[config.mk]
export PLATFORM = sky130hd
export DESIGN_NAME = pixel_write_arbiter
export DESIGN_NICKNAME = d
export VERILOG_FILES = /design/src/rtl/pixel_arb_pkg.sv /design/src/rtl/pixel_write_arbiter_fifo.sv /design/src/rtl/pixel_write_arbiter.sv
export SDC_FILE = /design/constraint.sdc
export NUM_CORES = 1
export LEC_CHECK = 0
export BUFFER_PORTS_ARGS = -buffer_cell sky130_fd_sc_hd__buf_2
export CAP_MARGIN = 20
export CORE_ASPECT_RATIO = 0.9
export CORE_MARGIN = 2
export CORE_UTILIZATION = 58
export DETAILED_ROUTE_END_ITERATION = 16
export PLACE_DENSITY = 0.91
export SYNTH_ARGS = -nofsm -noshare
export SYNTH_HDL_FRONTEND = slang
export SYNTH_SLANG_ARGS = --single-unit
[constraint.sdc]
create_clock -name clock -period 4.6 [get_ports clock]
set_input_delay 0.92 -clock clock [delete_from_list [all_inputs] [get_ports clock]]
set_output_delay 0.92 -clock clock [all_outputs]
set_load 0.005 [all_outputs]
[src/rtl/pixel_arb_pkg.sv]
// Shared widths, default visible-area limits, the pixel record and the
// round-robin index helper for the pixel write arbiter.
package pixel_arb_pkg;

    localparam int X_W_DEF   = 8;
    localparam int Y_W_DEF   = 8;
    localparam int C_W_DEF   = 3;
    localparam int H_PIX_DEF = 200;
    localparam int V_PIX_DEF = 150;

    // Wide enough to index up to 8 sources.
    localparam int IDX_W = 3;

    typedef struct packed {
        logic [X_W_DEF-1:0] x;
        logic [Y_W_DEF-1:0] y;
        logic [C_W_DEF-1:0] r;
        logic [C_W_DEF-1:0] g;
        logic [C_W_DEF-1:0] b;
    } pixel_t;

    // Next source index after idx, wrapping at n_src.
    function automatic logic [IDX_W-1:0] rr_next(input logic [IDX_W-1:0] idx,
                                                 input int unsigned     n_src);
        logic [IDX_W:0] inc;
        inc = {1'b0, idx} + (IDX_W+1)'(1);
        if (32'(inc) >= n_src) begin
            return '0;
        end
        return inc[IDX_W-1:0];
    endfunction

endpackage

[src/rtl/pixel_write_arbiter_fifo.sv]
// Per-source pixel FIFO: power-of-two circular buffer with an occupancy count.
// Push into a full FIFO and pop from an empty one are ignored.
module pixel_fifo #(
    parameter int DEPTH = 4,
    parameter int DW    = 8
) (
    input  logic          clock,
    input  logic          reset,
    input  logic          push,
    input  logic          pop,
    input  logic [DW-1:0] din,
    output logic [DW-1:0] dout,
    output logic          full,
    output logic          empty
);

    localparam int AW = $clog2(DEPTH);

    logic [DW-1:0] mem [DEPTH];
    logic [AW-1:0] wr_ptr;
    logic [AW-1:0] rd_ptr;
    logic [AW:0]   count;
    logic          do_push;
    logic          do_pop;

    assign full    = (count == (AW+1)'(DEPTH));
    assign empty   = (count == '0);
    assign do_push = push && !full;
    assign do_pop  = pop && !empty;
    assign dout    = mem[rd_ptr];

    // Storage array; contents need no reset since count gates every read.
    always_ff @(posedge clock) begin
        if (do_push) begin
            mem[wr_ptr] <= din;
        end
    end

    // Pointers and occupancy; simultaneous push and pop leave count unchanged.
    always_ff @(posedge clock) begin
        if (reset) begin
            wr_ptr <= '0;
            rd_ptr <= '0;
            count  <= '0;
        end else begin
            if (do_push) begin
                wr_ptr <= wr_ptr + 1'b1;
            end
            if (do_pop) begin
                rd_ptr <= rd_ptr + 1'b1;
            end
            case ({do_push, do_pop})
                2'b10:   count <= count + 1'b1;
                2'b01:   count <= count - 1'b1;
                default: count <= count;
            endcase
        end
    end

endmodule

[src/rtl/pixel_write_arbiter.sv]
// Round-robin merge of N_SRC pixel-write streams into the single frame-buffer
// write port. Each source has its own FIFO; the winner is loaded into one
// registered output stage with a valid/ready handshake.
// Optional feature macro: PIXEL_WRITE_ARBITER_CLIP_EN drops pixels outside the
// H_PIX x V_PIX visible area at arbitration time and counts them.
module pixel_write_arbiter
    import pixel_arb_pkg::*;
#(
    parameter int N_SRC = 2,
    parameter int X_W   = X_W_DEF,
    parameter int Y_W   = Y_W_DEF,
    parameter int C_W   = C_W_DEF,
    parameter int DEPTH = 4,
    parameter int H_PIX = H_PIX_DEF,
    parameter int V_PIX = V_PIX_DEF,
    localparam int SW   = (N_SRC > 1) ? $clog2(N_SRC) : 1
) (
    input  logic                 clock,
    input  logic                 reset,
    input  logic [N_SRC-1:0]     src_valid,
    output logic [N_SRC-1:0]     src_ready,
    input  logic [N_SRC*X_W-1:0] src_x,
    input  logic [N_SRC*Y_W-1:0] src_y,
    input  logic [N_SRC*C_W-1:0] src_r,
    input  logic [N_SRC*C_W-1:0] src_g,
    input  logic [N_SRC*C_W-1:0] src_b,
    output logic                 write_en,
    input  logic                 write_ready,
    output logic [X_W-1:0]       write_x,
    output logic [Y_W-1:0]       write_y,
    output logic [C_W-1:0]       write_r,
    output logic [C_W-1:0]       write_g,
    output logic [C_W-1:0]       write_b,
    output logic [SW-1:0]        write_src,
    output logic [15:0]          clip_count
);

    localparam int DW = X_W + Y_W + 3*C_W;

    logic [N_SRC-1:0] fifo_push;
    logic [N_SRC-1:0] fifo_pop;
    logic [N_SRC-1:0] fifo_full;
    logic [N_SRC-1:0] fifo_empty;
    logic [DW-1:0]    fifo_din  [N_SRC];
    logic [DW-1:0]    fifo_dout [N_SRC];

    logic [IDX_W-1:0] last_grant;
    logic [IDX_W-1:0] scan_idx;
    logic [IDX_W-1:0] sel;
    logic             found;
    logic [DW-1:0]    sel_data;
    logic             out_free;
    logic             load_go;
    logic             clip_hit;

    logic [X_W-1:0]   sel_x;
    logic [Y_W-1:0]   sel_y;
    logic [C_W-1:0]   sel_r;
    logic [C_W-1:0]   sel_g;
    logic [C_W-1:0]   sel_b;

    // Ready depends only on own occupancy: a full FIFO stays not-ready even
    // in a cycle where it is being popped.
    for (genvar g = 0; g < N_SRC; g++) begin : g_src
        assign src_ready[g] = !fifo_full[g] && !reset;
        assign fifo_push[g] = src_valid[g] && src_ready[g];
        assign fifo_din[g]  = {src_x[g*X_W +: X_W], src_y[g*Y_W +: Y_W],
                               src_r[g*C_W +: C_W], src_g[g*C_W +: C_W],
                               src_b[g*C_W +: C_W]};

        pixel_fifo #(
            .DEPTH (DEPTH),
            .DW    (DW)
        ) u_fifo (
            .clock (clock),
            .reset (reset),
            .push  (fifo_push[g]),
            .pop   (fifo_pop[g]),
            .din   (fifo_din[g]),
            .dout  (fifo_dout[g]),
            .full  (fifo_full[g]),
            .empty (fifo_empty[g])
        );
    end

    assign out_free = !write_en || write_ready;
    assign load_go  = out_free && found;

    // Round-robin search over non-empty FIFOs starting after last_grant.
    always_comb begin
        found    = 1'b0;
        sel      = '0;
        scan_idx = rr_next(last_grant, N_SRC);
        for (int k = 0; k < N_SRC; k++) begin
            for (int i = 0; i < N_SRC; i++) begin
                if (!found && scan_idx == IDX_W'(i) && !fifo_empty[i]) begin
                    found = 1'b1;
                    sel   = scan_idx;
                end
            end
            scan_idx = rr_next(scan_idx, N_SRC);
        end
    end

    // Head-of-FIFO data of the winner and the pop strobe back to its FIFO.
    always_comb begin
        sel_data = '0;
        fifo_pop = '0;
        for (int i = 0; i < N_SRC; i++) begin
            if (sel == IDX_W'(i)) begin
                sel_data    = fifo_dout[i];
                fifo_pop[i] = load_go;
            end
        end
    end

    assign sel_x = sel_data[DW-1 -: X_W];
    assign sel_y = sel_data[DW-X_W-1 -: Y_W];
    assign sel_r = sel_data[3*C_W-1 -: C_W];
    assign sel_g = sel_data[2*C_W-1 -: C_W];
    assign sel_b = sel_data[C_W-1:0];

`ifdef PIXEL_WRITE_ARBITER_CLIP_EN
    // One extra bit so limits equal to 2**X_W / 2**Y_W still compare correctly.
    localparam logic [X_W:0] H_LIM = (X_W+1)'(H_PIX);
    localparam logic [Y_W:0] V_LIM = (Y_W+1)'(V_PIX);

    assign clip_hit = ({1'b0, sel_x} >= H_LIM) || ({1'b0, sel_y} >= V_LIM);

    // Saturating count of pixels discarded for lying outside the visible area.
    always_ff @(posedge clock) begin
        if (reset) begin
            clip_count <= '0;
        end else if (load_go && clip_hit && clip_count != 16'hFFFF) begin
            clip_count <= clip_count + 16'd1;
        end
    end
`else
    logic unused_clip_cfg;

    assign clip_hit        = 1'b0;
    assign clip_count      = '0;
    assign unused_clip_cfg = (H_PIX > 0) ^ (V_PIX > 0);
`endif

    // Output stage: reload whenever free; a clipped pixel leaves it empty.
    always_ff @(posedge clock) begin
        if (reset) begin
            write_en   <= 1'b0;
            write_x    <= '0;
            write_y    <= '0;
            write_r    <= '0;
            write_g    <= '0;
            write_b    <= '0;
            write_src  <= '0;
            last_grant <= IDX_W'(N_SRC-1);
        end else if (out_free) begin
            if (found) begin
                last_grant <= sel;
                if (clip_hit) begin
                    write_en <= 1'b0;
                end else begin
                    write_en  <= 1'b1;
                    write_x   <= sel_x;
                    write_y   <= sel_y;
                    write_r   <= sel_r;
                    write_g   <= sel_g;
                    write_b   <= sel_b;
                    write_src <= sel[SW-1:0];
                end
            end else begin
                write_en <= 1'b0;
            end
        end
    end

endmodule

==> flow_summary.toml <==
[critical_path]
worstPathArrival_ns = 4.18
path_max_fanout = 4
r2r_cells = 15
critPathKind = "register to register"
r2r_end = "g_src[1].u_fifo.count[2]"
worst_path_max_delay_cell = "fa_1"
cpPeakStageDelay_ns = 0.39
required_ns = 5.04
reg2reg_from = "last_grant[0]"
crit_chain = "ha_1 > xnor2_1 > and3_1 > ha_1 > inv_1 > a311oi_2 > mux2i_1 > nand3_1 > nor3_2 > ha_1 > inv_1 > fa_1 > xor2_1 > or3_1 > a21oi_1"
cp-end-kind = "register"
r2r_setup_slack_ns = 0.86
crit_path_start_kind = "register"
crit_top_cell = "ha_1"

[routing]
routed_wl_mm = 19.8
avgViaCountPerCell = 6.00
post_drt_wl_per_cell_um = 23.0
ant_nets = 0
drt_first_pass_iters = 4
dr_total_vias = 5160
drc = 0
drt_iter0_markers = 486

[floorplan]
fp.dieW_um = 141
floorplan.die.height_um = 127
coreArea_um2 = 16300
initial_core_util = 0.597
num_io_pins = 100
rows = 44
die_area_um2 = 17800

[grt]
overflow = 0
grt_max_degree = 48
grt_pass1_vias = 5441
track_usage = 0.229
antenna_found_initial = 4
grt_pass1_wl_mm = 30.5

[layout]
drive_above_1_share = 0.314
nets = 703
regArea_um2 = 6970
post-route-util = 0.686
multi_input_area_um2 = 2520
fill_cells = 977
area_growth_pct = 14.8

[hold_path]
min_path_type = "register to register"
hold_path_depth = 2
hold-path-endpoint = "write_r[2]"
holdCritStartpoint = "write_r[2]"

[flow_run]
cap_violations = 0

[synth]
synth_area_um2 = 9730
synth_edf_count = 200
synth_cell_types = 40
ys_ff_latch = 248
yosys_warnings = 0
yosysSeqAreaShare = 0.716
synthCells = 532
syn_avg_cell_area_um2 = 18.3
ys.flop_type = "edfxtp_1"
synthArstFlopShare = 0
yosys-top-cells-area = "edfxtp_1 62%, mux4_2 12%, dfxtp_1 9.9%"
yosys.area.top_type = "edfxtp_1"
yosys.area.top_type_share = 0.617

[clock_network]
clockBufferDepth = 3
postCtsSetupBuffers = 0
cts_tree = "built"
ctsResizeCount = 0
cts-root-buf = "clkbuf_16"
ctsHtreeMaxLevel = 1
cts.clk_slew.worst_paths_ns = 0.07
cts_buffers = 24
clk_latency_ns = 0.52
cts_hold_buf = 0
clock-sinks = 248

[timing]
fin_worst_skew_ns = 0.0165
fin_setup_tns_ns = 0
tightest_slew_ns = 1.01
hold_violations = 0
report.final.slew_viol_count = 0
setup_viol_count_final = 0
final.period_utilization = 0.813
fmax_ghz = 0.267
maxSlewHeadroom = 0.328
period_needed_ns = 3.74
rsz0062_at_grt = "no"

[place]
gp_congestion = 0.734
dp_hpwl_mm = 11.7
portBuffers = 83

[status]
status = "finished, final reports clean"

[power]
powerDensity_nw_per_um2 = 525
p_leak_nw = 4.03
vdd_drop_max_mv = 0.385
-- where the power goes --
part           internal (W)  switching, W
registers           0.00265      0.000158
clock network       0.00121      0.000832
logic              0.000464      0.000551
-- how the worst max path moves through the flow --
stage / from / slack, ns / end / cells past startpoint
2_1_floorplan: last_grant[0] / 1.28 / g_src[1].u_fifo.count[2] / 15
3_3_place_gp: last_grant[0] / 1.18 / g_src[1].u_fifo.count[2] / 15
3_5_place_dp: last_grant[0] / 0.96 / g_src[1].u_fifo.count[2] / 15
4_1_cts: last_grant[0] / 0.89 / g_src[1].u_fifo.count[2] / 15
5_1_grt: last_grant[0] / 0.65 / g_src[1].u_fifo.count[2] / 15
6_report: last_grant[0] / 0.86 / g_src[1].u_fifo.count[2] / 15
-- final cells by class --
type | count | area share
Multi-Input combinational cell | 244 | 0.226
Clock buffer | 27 | 0.0556
Antenna cell | 4 | 0.000896
Sequential cell | 248 | 0.624
Inverter | 15 | 0.00504
Clock inverter | 17 | 0.0188
Tap cell | 207 | 0.0232
Timing Repair Buffer | 98 | 0.0473
-- metrics by stage --
step	instance area [um^2]	cells	hold WS (ns)	power (W)	worst slack, ns
after CTS	11200	856	0.497	0.00590	0.889
after detailed placement	10300	812	0.487	0.00385	0.960
after global routing	11200	859	0.521	0.00610	0.655
final	11200	860	0.497	0.00587	0.859
after global placement	10300	812	0.454	0.00378	1.18
after floorplan	9790	549	0.446	0.00350	1.28
-- synth_stat cells, drive strengths merged, types with 2 or more instances --
master and n:
a211oi 26, xnor2 4, nand2 5, and2 4, ha 15, and3 11
o21ai 2, clkbuf 11, xor2 5, fa 2, mux2 3, mux2i 26
a21oi 5, mux4 50, or3 4, dfxtp 48, edfxtp 200, conb 2
nor3 6, o31ai 2, nand2b 2, a31oi 2, nor2 42, buf 31
nor2b 2, inv 15
-- layer usage --
metal  wire (um)  track usage
met1        7550        0.286
met2       10100        0.398
met3        1460       0.0495
met4         663       0.0859
met5           0            0
-- worst max-delay path: cells and delay by family, from the launching register on --
kind | cells | cell delay, ns
xor+xnor | 2 | 0.31
buf+inv | 2 | 0.12
compound gates | 2 | 0.47
flops | 1 | 0.35
simple gates | 4 | 0.93
mux | 1 | 0.32
fa+ha+maj | 4 | 1.15
-- sequential cells by signal, summed over array words and instances, names as in the netlist, 4 cells and up, named ones only --
name and cells:
g_src.u_fifo.rd_ptr 4, g_src.u_fifo.mem 200, g_src.u_fifo.count 6, write_x 8
g_src.u_fifo.wr_ptr 4, write_y 8
-- cell families (layout without fill, tap and decap cells) --
| family | count (synthesis) | in the layout | share of synthesized area |
|---|---|---|---|
| DFF | 248 | 248 | 0.716 |
| muxes | 79 | 79 | 0.146 |
| and+or+nand+nor | 79 | 79 | 0.0390 |
| buffers and inverters | 57 | 157 | 0.0318 |
| AOI/OAI and AO/OA | 41 | 41 | 0.0351 |
| adders and majority gates | 17 | 17 | 0.0234 |
| xor gates and xnor gates | 9 | 9 | 0.00810 |
| other | 2 | 23 | 0.000772 |
-- cell usage in the layout (no fill, tap or decap), types with 5 or more instances in the layout --
| cell | instances |
|---|---|
| a211oi_1 | 18 |
| a211oi_2 | 8 |
| a21oi_1 | 5 |
| and3_1 | 10 |
| buf_2 | 83 |
| buf_4 | 15 |
| clkbuf_16 | 24 |
| clkinv_2 | 7 |
| conb_1 | 19 |
| dfxtp_1 | 46 |
| edfxtp_1 | 200 |
| ha_1 | 15 |
| inv_1 | 15 |
| mux2i_1 | 26 |
| mux4_2 | 50 |
| nand2_1 | 5 |
| nor2_1 | 42 |
| nor3_1 | 5 |
| xor2_1 | 5 |
Note: power is estimated with default switching activity, not from simulation.
